$ cat src/rtl/pipeline_stall_controller.sv
// ---------------------------------------------------------------------------
// pipeline_stall_controller
//
// Central stall/flush sequencer for the 5-stage MIPS pipeline. It merges the
// load-use hazard flag (ID), the taken-branch indication (EX) and the
// data-memory request/ready handshake (MEM) into a single consistent set of
// per-stage enable and bubble controls. A memory-wait FSM bounds how long a
// multi-cycle access may stall the pipeline; when that bound is exceeded, the
// FSM freezes the pipeline and raises a sticky error. Two saturating
// performance counters track stall cycles and branch flushes.
//
// Parameters:
//   MEM_TIMEOUT  max consecutive wait cycles tolerated in MEM_WAIT (>= 2)
//   CNT_W        width of the performance counters
//
// Ports:
//   clk                in   pipeline clock, rising edge
//   reset              in   synchronous, active-high reset
//   load_use_hazard_i  in   load-use stall request (ID)
//   branch_taken_i     in   branch/jump resolved taken (EX)
//   mem_req_i          in   EX/MEM holds a lw/sw this cycle
//   mem_ready_i        in   data memory completes the access this cycle
//   pc_enable_o        out  PC load enable
//   ifid_enable_o      out  IF/ID load enable
//   ifid_flush_o       out  IF/ID loads a NOP
//   idex_enable_o      out  ID/EX load enable
//   idex_bubble_o      out  ID/EX loads zeroed control
//   exmem_enable_o     out  EX/MEM load enable
//   memwb_bubble_o     out  MEM/WB loads zeroed control
//   error_o            out  sticky memory-timeout error
//   stall_count_o      out  cycles with pc_enable_o = 0 (saturating)
//   flush_count_o      out  branch flushes issued (saturating)
// ---------------------------------------------------------------------------
module pipeline_stall_controller #(
    parameter int MEM_TIMEOUT = 16,
    parameter int CNT_W       = 16
) (
    input  logic             clk,
    input  logic             reset,
    input  logic             load_use_hazard_i,
    input  logic             branch_taken_i,
    input  logic             mem_req_i,
    input  logic             mem_ready_i,
    output logic             pc_enable_o,
    output logic             ifid_enable_o,
    output logic             ifid_flush_o,
    output logic             idex_enable_o,
    output logic             idex_bubble_o,
    output logic             exmem_enable_o,
    output logic             memwb_bubble_o,
    output logic             error_o,
    output logic [CNT_W-1:0] stall_count_o,
    output logic [CNT_W-1:0] flush_count_o
);

    localparam int WAIT_W = $clog2(MEM_TIMEOUT + 1);

    typedef enum logic [1:0] {
        ST_RUN      = 2'd0,
        ST_MEM_WAIT = 2'd1,
        ST_ERROR    = 2'd2
    } state_t;

    typedef enum logic [2:0] {
        C_NORMAL,
        C_FREEZE,
        C_FLUSH,
        C_LOAD_STALL,
        C_RESET
    } ctrl_t;

    localparam logic [CNT_W-1:0] CNT_MAX = {CNT_W{1'b1}};

    state_t            state;
    state_t            state_next;
    logic [WAIT_W-1:0] wait_cnt;
    logic [WAIT_W-1:0] wait_cnt_next;
    logic              error_next;
    logic              mem_stall;
    ctrl_t             run_sel;
    ctrl_t             ctrl_sel;

    // An outstanding access the memory has not completed yet.
    assign mem_stall = mem_req_i & ~mem_ready_i;

    // Lower-priority RUN rules. A taken branch voids the hazard of the
    // instruction it flushes, so it wins over the load-use stall.
    always_comb begin
        run_sel = C_NORMAL;
        if (branch_taken_i) begin
            run_sel = C_FLUSH;
        end else if (load_use_hazard_i) begin
            run_sel = C_LOAD_STALL;
        end
    end

    // -----------------------------------------------------------------------
    // State register, wait counter and sticky error
    // -----------------------------------------------------------------------
    always_ff @(posedge clk) begin
        if (reset) begin
            state    <= ST_RUN;
            wait_cnt <= '0;
            error_o  <= 1'b0;
        end else begin
            state    <= state_next;
            wait_cnt <= wait_cnt_next;
            error_o  <= error_next;
        end
    end

    // -----------------------------------------------------------------------
    // Next-state logic
    // -----------------------------------------------------------------------
    always_comb begin
        state_next    = state;
        wait_cnt_next = wait_cnt;
        error_next    = error_o;
        unique case (state)
            ST_RUN: begin
                if (mem_stall) begin
                    state_next    = ST_MEM_WAIT;
                    wait_cnt_next = WAIT_W'(1);
                end
            end
            ST_MEM_WAIT: begin
                // Ready is checked first so a completion on the timeout
                // cycle still releases the pipeline without an error.
                if (mem_ready_i) begin
                    state_next    = ST_RUN;
                    wait_cnt_next = '0;
                end else if (wait_cnt == WAIT_W'(MEM_TIMEOUT)) begin
                    state_next = ST_ERROR;
                    error_next = 1'b1;
                end else begin
                    wait_cnt_next = wait_cnt + WAIT_W'(1);
                end
            end
            ST_ERROR: begin
                state_next = ST_ERROR;
            end
            default: begin
                state_next    = ST_RUN;
                wait_cnt_next = '0;
            end
        endcase
    end

    // -----------------------------------------------------------------------
    // Output logic (Mealy): pick a control set, then decode it
    // -----------------------------------------------------------------------
    always_comb begin
        ctrl_sel = C_FREEZE;
        if (reset) begin
            ctrl_sel = C_RESET;
        end else begin
            unique case (state)
                ST_RUN:      ctrl_sel = mem_stall   ? C_FREEZE : run_sel;
                ST_MEM_WAIT: ctrl_sel = mem_ready_i ? run_sel  : C_FREEZE;
                ST_ERROR:    ctrl_sel = C_FREEZE;
                default:     ctrl_sel = C_FREEZE;
            endcase
        end

        pc_enable_o    = 1'b1;
        ifid_enable_o  = 1'b1;
        ifid_flush_o   = 1'b0;
        idex_enable_o  = 1'b1;
        idex_bubble_o  = 1'b0;
        exmem_enable_o = 1'b1;
        memwb_bubble_o = 1'b0;
        unique case (ctrl_sel)
            C_NORMAL: begin
            end
            C_FREEZE: begin
                // Hold everything up to EX/MEM; MEM/WB gets a bubble so the
                // stalled access does not retire more than once.
                pc_enable_o    = 1'b0;
                ifid_enable_o  = 1'b0;
                idex_enable_o  = 1'b0;
                exmem_enable_o = 1'b0;
                memwb_bubble_o = 1'b1;
            end
            C_FLUSH: begin
                ifid_flush_o  = 1'b1;
                idex_bubble_o = 1'b1;
            end
            C_LOAD_STALL: begin
                pc_enable_o   = 1'b0;
                ifid_enable_o = 1'b0;
                idex_bubble_o = 1'b1;
            end
            C_RESET: begin
                // Hold the PC and clock NOPs/bubbles into every stage.
                pc_enable_o    = 1'b0;
                ifid_flush_o   = 1'b1;
                idex_bubble_o  = 1'b1;
                memwb_bubble_o = 1'b1;
            end
            default: begin
                pc_enable_o    = 1'b0;
                ifid_enable_o  = 1'b0;
                idex_enable_o  = 1'b0;
                exmem_enable_o = 1'b0;
                memwb_bubble_o = 1'b1;
            end
        endcase
    end

    // -----------------------------------------------------------------------
    // Saturating performance counters
    // -----------------------------------------------------------------------
    always_ff @(posedge clk) begin
        if (reset) begin
            stall_count_o <= '0;
            flush_count_o <= '0;
        end else begin
            if (!pc_enable_o && stall_count_o != CNT_MAX) begin
                stall_count_o <= stall_count_o + CNT_W'(1);
            end
            if (ifid_flush_o && flush_count_o != CNT_MAX) begin
                flush_count_o <= flush_count_o + CNT_W'(1);
            end
        end
    end

endmodule

$ cat config.mk
export PLATFORM = sky130hd
export DESIGN_NAME = pipeline_stall_controller
export DESIGN_NICKNAME = d
export VERILOG_FILES = /design/src/rtl/pipeline_stall_controller.sv
export SDC_FILE = /design/constraint.sdc
export NUM_CORES = 1
export LEC_CHECK = 0
export BUFFER_PORTS_ARGS = -buffer_cell sky130_fd_sc_hd__buf_2
export CORE_MARGIN = 3
export CORE_UTILIZATION = 50
export CTS_BUF_LIST = sky130_fd_sc_hd__clkbuf_4 sky130_fd_sc_hd__clkbuf_8
export DETAILED_ROUTE_END_ITERATION = 6
export PLACE_DENSITY = 0.74
export SLEW_MARGIN = 10
export SYNTH_ARGS = -nofsm -noshare
export SYNTH_HDL_FRONTEND = slang
export SYNTH_SLANG_ARGS = --single-unit
$ cat constraint.sdc
create_clock -name clk -period 3.2 [get_ports clk]
set_input_delay 0.16 -clock clk [delete_from_list [all_inputs] [get_ports clk]]
set_output_delay 0.16 -clock clk [all_outputs]
set_load 0.01 [all_outputs]
After elaboration in Yosys (flattened, before gate mapping). Index checks and enable logic that the tools add are counted.

Add/sub/neg operators: 3. Multipliers: 0. Divide/modulo/power cells: 0. Order comparisons: 0. Equal/unequal tests: 11. Shift-type cells: 0. Muxes and demuxes: 20. Bitwise gates (word level): 3. Reduce and logical (&&, ||, !) cells: 14.

Operators with widths (count): adder 16 x 1 -> 16 bit (second input constant) (2); inequality test 16 bit (second input constant) (2); two-way mux 5 bit (3); one-hot mux 5 bit (3 select lines) (1); two-way mux 2 bit (5); two-way mux 3 bit (3); OR reduction 3 bit (3); equality test 3 x 2 -> 1 bit (second input constant) (2); two-way mux 1 bit (6); inequality test 3 bit (second input constant) (2); one-hot mux 2 bit (3 select lines) (1); one-hot mux 3 bit (2 select lines) (1); AND reduction 3 bit (2); adder 5 x 1 -> 5 bit (second input constant) (1); equality test 5 bit (second input constant) (1); OR reduction 2 bit (2); OR reduction 4 bit (1); equality test 3 bit (second input constant) (1); zero test 3 bit (1); equality test 2 x 1 -> 1 bit (second input constant) (1); equality test 2 bit (second input constant) (1); logical AND 1 bit (2); zero test 2 bit (1); inequality test 2 bit (second input constant) (1); 4 further kinds (5).

Register bits: 40. Latch bits: 0. RAM bits: 0. Memory bits (read-only): 0. Input bits: 6. Output and inout port bits: 40. Word-level logic and storage cells: 56. Memories: 0.

Logic depth before layout (Yosys ltp). Gate-level depths: netlist of the first run.

Depth in word-level cells: 10. Gate-level depth with buffers: 7. Mapped depth without buffers: 7.

Worst setup path before layout of the first run. No wires, ideal clock.

Path type: register -> register. Start point: reg stall_count_o[0]. End point: reg stall_count_o[14]. Arrival time: 1.599 ns. Setup slack: 1.515 ns. Stages on the path, launching flop included: 7. Buffers on the path: 0. Path through: dfxtp_1 ha_1 nand3_1 or2_2 nor4_2 a31oi_1 a211oi_1.

Longest elaborated chain between the ends: 2. Elaborated cells on any way between the ends: 3. Those cells by class: add/sub (1); eq/ne (1); reduce/logical (1).

RTL lines: start: declaration (RTL line 52) `output logic [CNT_W-1:0] stall_count_o,`; start signal: assignment (RTL line 219) `stall_count_o <= stall_count_o + CNT_W'(1);`; branches (longest 2 deep; another with adder 16 x 1 -> 16 bit).

Parallel ways; which one is timed is not known. A chain may end at the register's enable or synchronous reset.

Final worst setup path of the first run.
Start point: reg state[0]. End point: out pc_enable_o.

Longest elaborated chain between the ends: 6. Elaborated cells on any way between the ends: 8. Those cells by class: eq/ne (2); mux (3); reduce/logical (3).

RTL lines: start: declaration (RTL line 74) `state_t state;`; start signal: assignment (RTL line 106) `state <= state_next;`; equality test 2 x 1 -> 1 bit or zero test 2 bit (tied branches) (RTL line 157) `unique case (state)`; one-hot mux 3 bit (2 select lines) * (RTL line 157); two-way mux 3 bit * (RTL line 154) `if (reset) begin`; equality test 3 x 2 -> 1 bit or zero test 3 bit (tied branches) (RTL line 172) `unique case (ctrl_sel)`; OR reduction 2 bit (no source line) *; two-way mux 1 bit * (RTL line 172); end: declaration (RTL line 44) `output logic pc_enable_o,`.

Mark *: on every way between the ends. The rest lies on a longest branch, timed or not.

==> metrics.md, run 1 <==
| Metric | Value |
|---|---|
| Drc violations | 0 |
| Initial antenna violation count | 0 |
| Die extent in y | 71.6 um |
| Pwr dens | 413 nW/um2 |
| Worst-margin pin slew | 0.958 ns |
| CP Max Fanout | 16 |
| Seq/Total Area, Yosys | 37.2% |
| Core area | 4090 um2 |
| Die area | 5130 um2 |
| Vias per std cell | 5.61 |
| # setup viols final | 0 |
| Main flop type after synthesis | dfxtp_1 |
| Relative slew slack | 36.2% |
| Post-CTS Setup Repair Bufs | 0 |
| Status | complete, no violations |
| Slowest-stage cell, CP | a2111oi_4 |
| Int Power | 0.000798 W |
| Comb power frac | 8.5% |
| Final hold vios | 0 |
| # port buffers | 45 |
| LEAKAGE | 0.980 nW |
| Nets | 296 |
| Seq pwr share | 49.9% |
| Max clock buf depth | 2 |
| Layout Cell Area excl Fill | 2530 um2 |
| Die X | 71.6 um |
| Routed Antenna Nets | 0 |
| Syn_nets | 251 |
| Largest stage delay on the critical path | 0.83 ns |
| Num CTS Buffers | 5 |
| Row Count | 23 |
| DPL Wire Length | 3.19 mm |
| Post-synth EDFFs | 0 |
| Hold slack | 0.233 ns |
| Netlist cell types | 55 |
| Psw | 0.000246 W |
| Max IR drop VDD | 0.000309 V |
| First-pass DRT Iterations | 4 |
| #FFs+latches synth | 40 |
| Final Cycle Share | 69.3% |
| Htree depth | 2 |
| Final wirelength | 4.52 mm |
| Largest net degree at the start of global routing | 48 |
| Switching Share | 23.6% |
| First-pass GRT wire length | 7.75 mm |
| Post-synth ARST share | 0% |
| Data arrival, critical path | 2.06 ns |
| Layout cells sized above 1 | 27.5% |
| GRT Residual Overflow | 0 |
| Setup crit end kind | output port |
| Worst Skew | 0.00532 ns |
| Clk Latency, worst-skew pair | 0.29 ns |
| Data required, critical path | 3.04 ns |
| Setup TNS | 0 ns |
| Warnings from Yosys | 0 |
| Clock Sinks | 40 |
| Fin crit period | 2.22 ns |
| Ports | 46 |
| Cells after synthesis | 241 |
| Vias in the first global route | 1,721 |
| Area grow syn2layout | 17.4% |
| Synth Area per Inst | 8.93 um2 |
| Vias | 1,891 |
| HP Class | input pin to register |
| 1st-iter DRT viols | 119 |
| GRT Total Usage | 18.7% |
| Cts repair resizes | 0 |
| CP startpoint kind | register |
| Clock-pin slew on the worst setup and hold paths | 0.07 ns |
| Clock Power Share | 41.6% |
| Total Power | 0.00104 W |
| CP Cell Sequence | o21ba_2 > a2111oi_4 > buf_2 |
| CTS tree | built |
| Fmax | 451 MHz |
| Crit Path Category | register to output port |
| WL/cell | 13.4 um |
| RePlAce Congestion | 0.822 |
| Pins over their slew limit | 0 |
| Initial cell density of the core | 52.7% |
| Area after DPL | 2410 um2 |
| Root buffer cell | clkbuf_8 |
| # diodes | 0 |
| Total of max-cap violations | 0 |
| RSZ-0062 raised after global routing | false |
| CTS Hold Bufs | 0 |
| Mapped cell area | 2150 um2 |
==> critical path: cells and delay by family, from the launching register on <==
family,cells,cell delay [ns]
AOI/OAI and AO/OA,2,1.11
DFF,1,0.38
buffers and inverters,1,0.27
==> layout make-up <==
type / count / area [um2]
repair buffers: 47 / 240
clock buffers: 6 / 82.6
multi-input cells: 185 / 1280
well taps: 50 / 62.6
flip-flops and latches: 40 / 801
inverters: 7 / 26.3
fillers: 349 / 1560
clock inverters: 2 / 38.8
==> Yosys cell counts (2+ instances only) <==
cell type	number	area share [%]
nor2_1	43	7.5
dfxtp_1	40	37
xnor2_1	22	8.9
nand2_1	17	3.0
nand3_1	14	3.3
nor3_1	10	2.3
inv_1	7	1.2
a21oi_1	6	1.4
nand4_1	6	1.7
nor4_1	6	1.7
clkbuf_1	4	0.70
ha_1	4	2.3
and4_1	3	1.2
buf_2	3	0.70
nor3b_1	3	1.0
nor4_2	3	1.7
xor2_1	3	1.2
a311oi_1	2	0.81
a31oi_1	2	0.58
mux2_4	2	1.4
nand3_2	2	0.93
nand4_2	2	1.2
nor2b_1	2	0.58
nor4_4	2	2.0
nor4b_1	2	0.81
or2_2	2	0.58
==> worst paths after layout <==
path,to,from,depth (start not counted),slack (ns)
worst max-delay path,pc_enable_o,state[0]$_SDFFE_PP0P_,3,0.98
worst min-delay path,state[0]$_SDFFE_PP0P_,mem_req_i,3,0.23
worst max register to register,stall_count_o[14]$_SDFFE_PP0P_,state[0]$_SDFFE_PP0P_,5,1.10
worst min register to register,error_o$_SDFFE_PP0P_,error_o$_SDFFE_PP0P_,2,0.48
==> state kept, by name, indices dropped and copies added, names as in the netlist <==
signal         cells
state              2
error_o            1
wait_cnt           5
stall_count_o     16
flush_count_o     16
==> through the flow <==
| step | utilization, % | worst slack (ns) | cells |
|---|---|---|---|
| floorplan | - | 1.52 | 241 |
| global placement | 58.9 | 1.13 | 329 |
| detailed placement | 58.9 | 1.10 | 329 |
| CTS | 61.9 | 0.981 | 337 |
| global route | 61.9 | 0.892 | 337 |
| finish | 61.9 | 0.983 | 337 |
==> power by group through the flow <==
stage          combinational (W)  clock (W)  sequential [W]
6_report               0.0000888   0.000434        0.000521
3_3_place_gp           0.0000881          0        0.000532
5_1_grt                0.0000991   0.000463        0.000523
4_1_cts                0.0000897   0.000446        0.000521
3_5_place_dp           0.0000890          0        0.000532
2_1_floorplan          0.0000608          0        0.000534
==> cell usage in the layout (no fill, tap or decap), drive strengths merged, types with 2 or more instances in the layout <==
| cell | n |
|---|---|
| a32oi | 2 |
| o21ai | 2 |
| clkbuf | 6 |
| nand3 | 16 |
| mux2 | 2 |
| or2 | 2 |
| nor3 | 11 |
| nor2b | 2 |
| a311oi | 2 |
| nor3b | 3 |
| and4 | 3 |
| ha | 4 |
| nor4b | 3 |
| buf | 47 |
| xnor2 | 22 |
| a21oi | 6 |
| a31oi | 3 |
| nand4 | 8 |
| nand2 | 17 |
| inv | 7 |
| nor4 | 11 |
| nor2 | 43 |
| a211oi | 2 |
| dfxtp | 40 |
| xor2 | 3 |
==> routing by layer <==
layer | part of all wire [%] | track usage, %
met1 | 44 | 24.0
met2 | 49 | 30.6
met3 | 5.6 | 3.79
met4 | 1.1 | 7.52
met5 | 0 | 0
==> kinds of logic after synthesis <==
| family | after synthesis | share of synthesized area [%] |
|---|---|---|
| simple gates | 127 | 34.1 |
| flops | 40 | 37.2 |
| compound gates | 26 | 10.9 |
| xor+xnor | 25 | 10.2 |
| buf+inv | 16 | 3.49 |
| fa+ha+maj | 4 | 2.32 |
| mux | 3 | 1.86 |
Power figures use the tool's default switching activity.
==> run 2, diff against run 1 <==
Settings changed: PLACE_DENSITY 0.74 to 0.77.
Clock period 3.2 ns to 1.85 ns, I/O delays scaled along.
==> metrics.md, run 2 (synthesized netlist as in run 1, its figures left out) <==
| Metric | Value |
|---|---|
| Status | complete, no violations (unchanged) |
| Drc violations | 0 (unchanged) |
| Worst Skew | 0.00707 ns (was 0.00532 ns) |
| Cells on worst reg2reg path | 5 (unchanged) |
| Cts repair resizes | 0 (unchanged) |
| Ports | 46 (unchanged) |
| Die extent in y | 71.6 um (unchanged) |
| HP Class | input pin to register (unchanged) |
| Htree depth | 2 (unchanged) |
| Largest net degree at the start of global routing | 36 (was 48) |
| Vias | 1,914 (was 1,891) |
| 1st-iter DRT viols | 90 (was 119) |
| Flop-to-flop setup slack | 0.11 ns (was 1.10 ns) |
| Placed cells | 344 (was 329) |
| Commonest non-fill, non-tap cell in the layout | buf_2 (unchanged) |
| Hold Path End | flush_count_o[14]$_SDFFE_PP0P_ (was state[0]$_SDFFE_PP0P_) |
| R2R Path End | flush_count_o[11]$_SDFFE_PP0P_ (was stall_count_o[14]$_SDFFE_PP0P_) |
| Data required, critical path | 2.03 ns (was 3.04 ns) |
| Max IR drop VDD | 0.000389 V (was 0.000309 V) |
| Core area | 4090 um2 (unchanged) |
| Pwr dens | 624 nW/um2 (was 413 nW/um2) |
| Num CTS Buffers | 5 (unchanged) |
| CTS tree | built (unchanged) |
| DPL Wire Length | 3.48 mm (was 3.19 mm) |
| Initial cell density of the core | 52.7% (unchanged) |
| WL/cell | 13.1 um (was 13.4 um) |
| # port buffers | 45 (unchanged) |
| # setup viols final | 0 (unchanged) |
| Area after DPL | 2520 um2 (was 2410 um2) |
| Die area | 5130 um2 (unchanged) |
| Total Power | 0.00163 W (was 0.00104 W) |
| Relative slew slack | 65.1% (was 36.2%) |
| Clock Sinks | 40 (unchanged) |
| Row Count | 23 (unchanged) |
| GRT Residual Overflow | 0 (unchanged) |
| Largest registers | flush_count_o: 16 flops, stall_count_o: 16 flops, wait_cnt: 5 flops (unchanged) |
| Clk Latency, worst-skew pair | 0.29 ns (about the same) |
| Area grow syn2layout | 21.5% (was 17.4%) |
| CTS Hold Bufs | 0 (unchanged) |
| Vias in the first global route | 1,745 (was 1,721) |
| GRT Total Usage | 18.5% (was 18.7%) |
| Commonest non-fill, non-tap cells in the layout | 45 x buf_2, 43 x nor2_1, 40 x dfxtp_1 (unchanged) |
| Fmax | 576 MHz |
| Post-layout util | 64.0% (was 61.9%) |
| Initial antenna violation count | 1 (was 0) |
| Routed Antenna Nets | 0 (unchanged) |
| # diodes | 0 (unchanged) |
| LEAKAGE | 1.05 nW (was 0.980 nW) |
| Fin crit period | 1.74 ns |
| Crit Path Category | register to register (was register to output port) |
| Post-Layout Cell Count | 351 (was 337) |
| Setup crit end kind | register (was output port) |
| Layout cells sized above 1 | 31.2% (was 27.5%) |
| Post-CTS Setup Repair Bufs | 0 (unchanged) |
| Root buffer cell | clkbuf_8 (unchanged) |
| Clock-pin slew on the worst setup and hold paths | 0.07 ns (about the same) |
| Hold slack | 0.147 ns (was 0.233 ns) |
| Final wirelength | 4.60 mm (was 4.52 mm) |
| Die X | 71.6 um (unchanged) |
| Worst min-delay path startpoint | reset (was mem_req_i) |
| Vias per std cell | 5.45 (was 5.61) |
| Max clock buf depth | 2 (unchanged) |
| CP startpoint | flush_count_o[4]$_SDFFE_PP0P_ (was state[0]$_SDFFE_PP0P_) |
| CP Max Fanout | 7 (was 16) |
| First-pass DRT Iterations | 4 (unchanged) |
| Total of max-cap violations | 0 (unchanged) |
| RR Startpoint | flush_count_o[4]$_SDFFE_PP0P_ (was state[0]$_SDFFE_PP0P_) |
| RePlAce Congestion | 0.862 (was 0.822) |
| Final hold vios | 0 (unchanged) |
| Nets | 311 (was 296) |
| Worst-margin pin slew | 0.523 ns (was 0.958 ns) |
| WHS Path Cells | 2 (was 3) |
| Pins over their slew limit | 0 (unchanged) |
| Data arrival, critical path | 1.92 ns (was 2.06 ns) |
| First-pass GRT wire length | 7.66 mm (was 7.75 mm) |
| CP startpoint kind | register (unchanged) |
| Final Cycle Share | 93.9% |
| Layout Cell Area excl Fill | 2620 um2 (was 2530 um2) |
[run 2: changes by cell type in the layout (fill, tap and decap cells not counted)]
cell       previous run  this run
nor4_4                2         3
buf_4                 2        17
clkbuf_8              6         5
clkbuf_4              0         1
bufinv_16             1         0
clkinv_2              0         1
clkinv_4              1         0
nor4_1                6         5
[run 2: layer usage]
metal  GRT usage [%]  vias to the layer above  routed length [um]
met5               0                        -                  13
met4            5.22                        2                  55
met3            5.61                        9                 264
met2            31.4                       51                2230
met1            22.7                      873                2040
li1                -                      979                   -
[run 2: worst max-delay path by stage]
stage	to	slack [ns]	depth (start not counted)
after floorplan	stall_count_o[14]$_SDFFE_PP0P_	0.17	6
after global placement	flush_count_o[5]$_SDFFE_PP0P_	0.13	6
after detailed placement	flush_count_o[5]$_SDFFE_PP0P_	0.09	6
after CTS	flush_count_o[5]$_SDFFE_PP0P_	0.07	6
after global routing	stall_count_o[7]$_SDFFE_PP0P_	-0.009	6
final	flush_count_o[11]$_SDFFE_PP0P_	0.11	5
[run 2: layout make-up]
cell class                 count  area, um2
clock buffer                   6       76.3
multi-input combinational    185       1290
timing repair buffer          62        353
clock inverter                 1       5.00
tap                           50       62.6
fill                         343       1470
sequential                    40        801
inverter                       7       26.3
[run 2: per-stage QoR]
step | setup TNS, ns | worst slack [ns]
global route | -0.00946 | -0.00946
global placement | 0 | 0.134
detailed placement | 0 | 0.0868
finish | 0 | 0.114
floorplan | 0 | 0.165
CTS | 0 | 0.0655
[run 2: critical path, cell delays in order (launching register included)]
cell and delay, ns:
dfxtp_1 0.46, and4_1 0.32, nand3_2 0.16, nor4_4 0.23, nand3_1 0.15, mux2_4 0.31
[run 2: report_power, final]
part	internal (W)	switching, W
sequential	0.000878	0.0000158
clock	0.000271	0.000285
combinational	0.0000764	0.000106
total	0.00123	0.000406
